==> src/rtl/ce_stream_unloader.sv <==
// ---------------------------------------------------------------------------
// ce_stream_unloader
//   Buffers words strobed in by a clock-enabled producer, which cannot be
//   stalled, in a DEPTH-entry FIFO. The words are presented to a
//   flow-controlled consumer over a VALID/READY handshake.
//
//   Parameters:
//     WIDTH    data word width in bits (>=1)
//     DEPTH    FIFO entries, power of two, >=2
//
//   Ports:
//     CLK       clock, all state updates on the rising edge
//     RESET     synchronous active-high reset, discards buffered words
//     I         write data, sampled when CE=1
//     CE        producer write strobe, one word per cycle
//     O         head-of-FIFO data, 0 whenever VALID=0 (registered)
//     VALID     FIFO non-empty (registered)
//     READY     consumer accepts O when VALID&READY
//     FULL      count==DEPTH (registered)
//     OVERFLOW  sticky drop flag, present only when CE_UNLOADER_OVF_EN is
//               defined
//
//   When the FIFO is full and no pop occurs, an incoming word is dropped.
//   The FIFO contents are not changed.
// ---------------------------------------------------------------------------
module ce_stream_unloader #(
    parameter int WIDTH = 16,
    parameter int DEPTH = 4
) (
    input  logic             CLK,
    input  logic             RESET,
    input  logic [WIDTH-1:0] I,
    input  logic             CE,
    output logic [WIDTH-1:0] O,
    output logic             VALID,
    input  logic             READY,
    output logic             FULL
`ifdef CE_UNLOADER_OVF_EN
    ,
    output logic             OVERFLOW
`endif
);

    localparam int AW = $clog2(DEPTH);
    localparam logic [AW-1:0] PTR_ONE  = AW'(1);
    localparam logic [AW:0]   CNT_ONE  = (AW+1)'(1);
    localparam logic [AW:0]   CNT_ZERO = (AW+1)'(0);
    localparam logic [AW:0]   CNT_FULL = (AW+1)'(DEPTH);

    logic [WIDTH-1:0] mem_r [DEPTH];
    logic [AW-1:0]    wr_ptr_r;
    logic [AW-1:0]    rd_ptr_r;
    logic [AW:0]      count_r;
    logic [WIDTH-1:0] head_r;
    logic             valid_r;
    logic             full_r;

    logic             pop_s;
    logic             push_s;
    logic [AW-1:0]    wr_next_s;
    logic [AW-1:0]    rd_next_s;
    logic [AW:0]      count_next_s;
    logic [WIDTH-1:0] head_next_s;
`ifdef CE_UNLOADER_OVF_EN
    logic             drop_s;
    logic             ovf_r;
`endif

    // Handshake decode, next pointers/count and next head word
    always_comb begin
        pop_s        = valid_r & READY;
        push_s       = CE & (~full_r | pop_s);
        wr_next_s    = wr_ptr_r;
        rd_next_s    = rd_ptr_r;
        count_next_s = count_r;
        head_next_s  = {WIDTH{1'b0}};
`ifdef CE_UNLOADER_OVF_EN
        drop_s       = CE & full_r & ~pop_s;
`endif
        if (push_s) begin
            wr_next_s = wr_ptr_r + PTR_ONE;
        end else begin
            wr_next_s = wr_ptr_r;
        end
        if (pop_s) begin
            rd_next_s = rd_ptr_r + PTR_ONE;
        end else begin
            rd_next_s = rd_ptr_r;
        end
        case ({push_s, pop_s})
            2'b10:   count_next_s = count_r + CNT_ONE;
            2'b01:   count_next_s = count_r - CNT_ONE;
            default: count_next_s = count_r;
        endcase
        // The head is registered. When the new head slot is the one being
        // written this cycle, the word must come from I, not from mem_r.
        if (count_next_s == CNT_ZERO) begin
            head_next_s = {WIDTH{1'b0}};
        end else if (push_s && (rd_next_s == wr_ptr_r)) begin
            head_next_s = I;
        end else begin
            head_next_s = mem_r[rd_next_s];
        end
    end

    // Storage array write; intentionally not reset
    always_ff @(posedge CLK) begin
        if (push_s && !RESET) begin
            mem_r[wr_ptr_r] <= I;
        end
    end

    // Pointers, occupancy and registered output flags
    always_ff @(posedge CLK) begin
        if (RESET) begin
            wr_ptr_r <= {AW{1'b0}};
            rd_ptr_r <= {AW{1'b0}};
            count_r  <= CNT_ZERO;
            head_r   <= {WIDTH{1'b0}};
            valid_r  <= 1'b0;
            full_r   <= 1'b0;
        end else begin
            wr_ptr_r <= wr_next_s;
            rd_ptr_r <= rd_next_s;
            count_r  <= count_next_s;
            head_r   <= head_next_s;
            valid_r  <= (count_next_s != CNT_ZERO);
            full_r   <= (count_next_s == CNT_FULL);
        end
    end

`ifdef CE_UNLOADER_OVF_EN
    // Sticky overflow flag, cleared only by reset
    always_ff @(posedge CLK) begin
        if (RESET) begin
            ovf_r <= 1'b0;
        end else begin
            ovf_r <= ovf_r | drop_s;
        end
    end

    assign OVERFLOW = ovf_r;
`endif

    assign O     = head_r;
    assign VALID = valid_r;
    assign FULL  = full_r;

endmodule

==> config.mk <==
export PLATFORM = sky130hd
export DESIGN_NAME = ce_stream_unloader
export DESIGN_NICKNAME = d
export VERILOG_FILES = /design/src/rtl/ce_stream_unloader.sv
export SDC_FILE = /design/constraint.sdc
export NUM_CORES = 1
export LEC_CHECK = 0
export CORE_UTILIZATION = 50
export DETAILED_ROUTE_END_ITERATION = 8
export GPL_TIMING_DRIVEN = 0
export PLACE_DENSITY = 0.71
export SLEW_MARGIN = 0
export SYNTH_ARGS = -nofsm -noshare
export SYNTH_HDL_FRONTEND = slang
export SYNTH_SLANG_ARGS = --single-unit
==> constraint.sdc <==
create_clock -name CLK -period 4.5 [get_ports CLK]
set_clock_uncertainty 0.1 [all_clocks]
set_input_delay 0.9 -clock CLK [delete_from_list [all_inputs] [get_ports CLK]]
set_output_delay 0.9 -clock CLK [all_outputs]
set_load 0.05 [all_outputs]
* After elaboration in Yosys (flattened, before gate mapping)
Memories as Yosys holds them, arrays and structs flattened. A register that Yosys moved wholly into a read port is not among the register bits.
Cells that the tools add are included.
** Storage, ports and cells
- Word-level logic and storage cells :: 26
- Bits in latches :: 0
- Input port bits :: 20
- ROM bits :: 0
- Memories :: 1
- RAM bits :: 64
- Bits in registers :: 9
** Operators by class
- Eq/ne operators :: 3
- Add/sub/neg operators :: 4
- Bitwise operators :: 4
- Shift-type cells :: 0
- Mux-type cells :: 4
- Magnitude comparators :: 0
- Multiply operators :: 0
- Reduce and logical (&&, ||, !) cells :: 5
- Div/mod/pow operators :: 0
** Memories
- mem_r :: words 4, width 16, rd ports 1, clocked after memory_dff 1, wr ports 1, RTL line 50 : logic [WIDTH-1:0] mem_r [DEPTH];
** Operators with widths (number)
- $pmux 3 s2 :: 1
- $add 2x1->2 const B :: 2
- $add 3x1->3 const B :: 1
- $eq 3x3->1 const B :: 1
- $logic_not 3->1 :: 1
- $reduce_bool 3->1 :: 1
- $sub 3x1->3 const B :: 1
- $and 1x1->1 :: 2
- $eq 2x1->1 const B :: 1
- $eq 2x2->1 const B :: 1
- $mux 1 :: 2
- $mux 2 :: 1
- $reduce_or 2->1 :: 1
- $logic_and 1x1->1 :: 1
- $logic_not 1->1 :: 1
- $not 1->1 :: 1
- $or 1x1->1 :: 1

* Longest topological paths before layout
- Depth after elaboration :: 7
- Depth in mapped cells :: 14

* Least setup slack after synthesis
No wires, ideal clock.
- Path type :: input-to-reg
- Start point :: input READY
- End point :: register head_r[0], in the netlist O[0], read port of mem_r
- Path buffers :: 4
- Data required time :: 4283 ps
- Arrival :: 3371 ps
- Slack :: 912 ps
- Cell stages on the path :: 14
- Setup time :: 117 ps
- Cell sequence :: nand2_1 buf_4 buf_2 nand2_1 nand2_1 ha_1 fa_1 xor2_1 mux2i_1 a21oi_1 and2_1 buf_6 buf_6 a22o_1
** On the way
- Longest elaborated chain between the ends :: 7
- Elaborated cells between the ends (all ways) :: 9
- Those cells by class :: 2 x eq/ne; 2 x mux; 3 x bitwise; 2 x reduce/logical
** Ends and longest elaborated chain
- start: declaration :: RTL line 36 : input logic READY,
- $and 1x1->1 (*) :: RTL line 71 : pop_s = valid_r & READY;
- $or 1x1->1 :: RTL line 72 : push_s = CE & (~full_r | pop_s);
- $and 1x1->1 :: RTL line 72
- $eq 2x1->1 or $eq 2x2->1 (tied branches) :: RTL line 90 : case ({push_s, pop_s})
- $pmux 3 s2 :: RTL line 90
- $logic_not 3->1 :: RTL line 97 : if (count_next_s == CNT_ZERO) begin
- $reduce_or 2->1 (no source line)
- end: declaration :: RTL line 54 : logic [WIDTH-1:0] head_r;
Mark *: on every way between the ends. The rest lies on a longest branch, timed or not.
A chain may end at the register's enable or synchronous reset.

* Worst setup path in the final report
- Start point :: input READY
- End point :: register head_r[2], in the netlist O[2], read port of mem_r
Same word-level chain as after synthesis.

==> impl_metrics.json <==
{
  "cts.sinks": 89,
  "synthTopCellsByArea": "edfxtp_1 48%, dfxtp_1 13%, a211o_1 3.3%",
  "drt_pass1_iterations": 4,
  "dr_total_vias": 2726,
  "power_uw": 2590,
  "critical_path_class": "input pin to flip-flop",
  "synth-seq-cells": 89,
  "final_nets": 391,
  "rows": 32,
  "r2r_cells": 14,
  "leakage_uw": 0.00158,
  "synth_top_area_share_pct": 48.5,
  "coreArea_um2": 7690,
  "overflow": 0,
  "synth_top_area_cell": "edfxtp_1",
  "vias_per_cell": 5.78,
  "hold_slack_ns": 0.438,
  "critPathCaptureType": "flip-flop",
  "r2r-start": "VALID$_SDFF_PP0_",
  "synth.most_common_cell": "edfxtp_1",
  "clockBufferDepth": 2,
  "netlist_area_um2": 3970,
  "fill_cells": 653,
  "fmax_mhz": 248,
  "hold_viol_final": 0,
  "setup_slack_ns": 0.465,
  "clk_latency_ns": 0.36,
  "synth_cell_type_count": 40,
  "tightest_slew_ns": 0.887,
  "syn_inst": 317,
  "grt_pass1_wl_um": 14300,
  "antenna_cells": 0,
  "critPathLaunchType": "input pin",
  "setup_viol": 0,
  "grt_usage_pct": 22.9,
  "outcome": "complete, no violations",
  "numCtsBuffers": 9,
  "crit_start": "READY",
  "worstPathRequired_ns": 4.66,
  "grt_pass1_vias": 2766,
  "seq_area_frac_synth_pct": 61.1,
  "start_util_pct": 51.6,
  "wl_per_cell_um": 18.7,
  "die_w_um": 91.1,
  "portBuffers": 37,
  "path_max_fanout": 10,
  "synth_edf_count": 64,
  "synthArstFlopShare_pct": 0,
  "synth.top_cells.by_count": "64 x edfxtp_1, 25 x dfxtp_1, 25 x nor2_1",
  "grt_max_degree": 17,
  "drive_gt1_share_pct": 8.11,
  "drc": 0,
  "cp-endpoint": "O[2]$_SDFF_PP0_",
  "cts_hold_buf": 0,
  "worstReg2RegEnd": "O[2]$_SDFF_PP0_",
  "cap_violations": 0,
  "cts-root-buf": "clkbuf_8",
  "synthFlopType": "edfxtp_1",
  "reg2reg_slack_ns": 1.10,
  "finalCritPeriodShare_pct": 89.7,
  "antenna_left": 0,
  "syn_nets": 343,
  "hold_class": "flip-flop to flip-flop",
  "post_cts_resized": 0,
  "slew_violations": 0,
  "pwr_density_cell_nw_per_um2": 556,
  "setup_tns_ns": 0,
  "grt_setup_unrepaired": "false",
  "layout_min_cycle_time_ns": 4.04,
  "cts_setup_buffers": 0,
  "ys_warn_count": 0,
  "peakVddDrop_v": 0.000285,
  "gp_congestion": 0.806,
  "relSlewSlack_pct": 40.8,
  "drtIter0Drc": 183,
  "post-place-ws_ns": 0.0891,
  "cts_tree": "yes",
  "routed_wl_um": 8820,
  "dp_hpwl_um": 5670,
  "area_growth_pct": 17.4,
  "cts.clk_slew.worst_paths_ns": 0.09,
  "die-area_um2": 8290,
  "avgSynthCellArea_um2": 12.5,
  "worst_ep_arrival_time_ns": 4.19,
  "antenna_found_initial": 0,
  "die_y_um": 91.1,
  "htree_levels": 3,
  "io_pins": 38
}
power by group:
group,total (uW),internal (uW),leakage (uW),switching [uW]
clock network,549,255,0.0000893,293
registers,1030,985,0.000787,47.2
logic,1010,364,0.000703,643
worst min-delay path by stage:
stage	startpoint	to	slack, ns	depth (start not counted)
after global placement	wr_ptr_r[1]$_SDFFE_PP0P_	wr_ptr_r[1]$_SDFFE_PP0P_	0.43	2
after global routing	wr_ptr_r[1]$_SDFFE_PP0P_	wr_ptr_r[1]$_SDFFE_PP0P_	0.48	2
after detailed placement	wr_ptr_r[1]$_SDFFE_PP0P_	wr_ptr_r[1]$_SDFFE_PP0P_	0.43	2
after floorplan	wr_ptr_r[1]$_SDFFE_PP0P_	wr_ptr_r[1]$_SDFFE_PP0P_	0.39	2
final	wr_ptr_r[1]$_SDFFE_PP0P_	wr_ptr_r[1]$_SDFFE_PP0P_	0.44	2
after CTS	wr_ptr_r[1]$_SDFFE_PP0P_	wr_ptr_r[1]$_SDFFE_PP0P_	0.44	2
per-layer routing:
metal	global-route usage (%)	part of all wire [%]	vias up
met2	36.7	47	68
met3	3.18	4.6	21
met4	12.2	2.8	0
met1	30.3	46	1321
met5	0	0	-
li1	-	-	1316
flip-flops by register name, indices dropped and copies added, names as in the netlist:
register,count
FULL,1
O,16
VALID,1
count_r,3
mem_r,64
rd_ptr_r,2
wr_ptr_r,2
cells in the final DEF, fill, tap and decap left out, types with 6 or more instances in the layout:
master and count:
a211oi_1 15, clkbuf_8 9, nor2b_1 15, a21oi_1 17, nand2_1 6, edfxtp_1 64
clkdlybuf4s50_1 37, and2_1 6, a22o_1 15, nor3_1 17, nand3b_1 16, o311ai_0 15
dfxtp_1 25, nor2_1 25, clkbuf_1 15, a211o_1 15
metrics by stage:
step,area (um^2),util [%],instances
2_1_floorplan,3970,-,317
3_3_place_gp,4460,58.1,456
3_5_place_dp,4460,58.1,456
4_1_cts,4660,60.6,472
5_1_grt,4660,60.6,472
6_report,4660,60.6,472
worst max-delay path, cell delays in order:
cell and delay (ns):
clkdlybuf4s50_1 0.48, nand2_1 0.11, buf_4 0.20, buf_2 0.20
nand2_1 0.11, nand2_1 0.11, ha_1 0.26, fa_1 0.38
xor2_1 0.25, mux2i_1 0.38, a21oi_1 0.14, and2_1 0.18
buf_6 0.13, buf_6 0.15, a22o_1 0.21
cell type report:
class | instances | area, um^2 | share of cell area (%)
Buffer | 27 | 138 | 2.95
Clock buffer | 9 | 124 | 2.66
Clock inverter | 7 | 70.1 | 1.50
Inverter | 3 | 11.3 | 0.242
Multi-Input combinational cell | 198 | 1400 | 29.9
Sequential cell | 89 | 2420 | 52.0
Tap cell | 102 | 128 | 2.74
Timing Repair Buffer | 37 | 370 | 7.95
cells by family (layout without fill, tap and decap cells):
group	after synthesis	count (layout)	share of synthesized area (%)
AO/OA/AOI/OAI	90	90	18.0
XOR/XNOR	7	7	1.74
adder cells (fa/ha/maj)	6	6	2.08
buffers and inverters	30	83	3.75
flip-flops	89	89	61.1
multiplexers	3	3	0.757
AND/OR/NAND/NOR	92	92	12.6
Power figures use the tool's default switching activity.
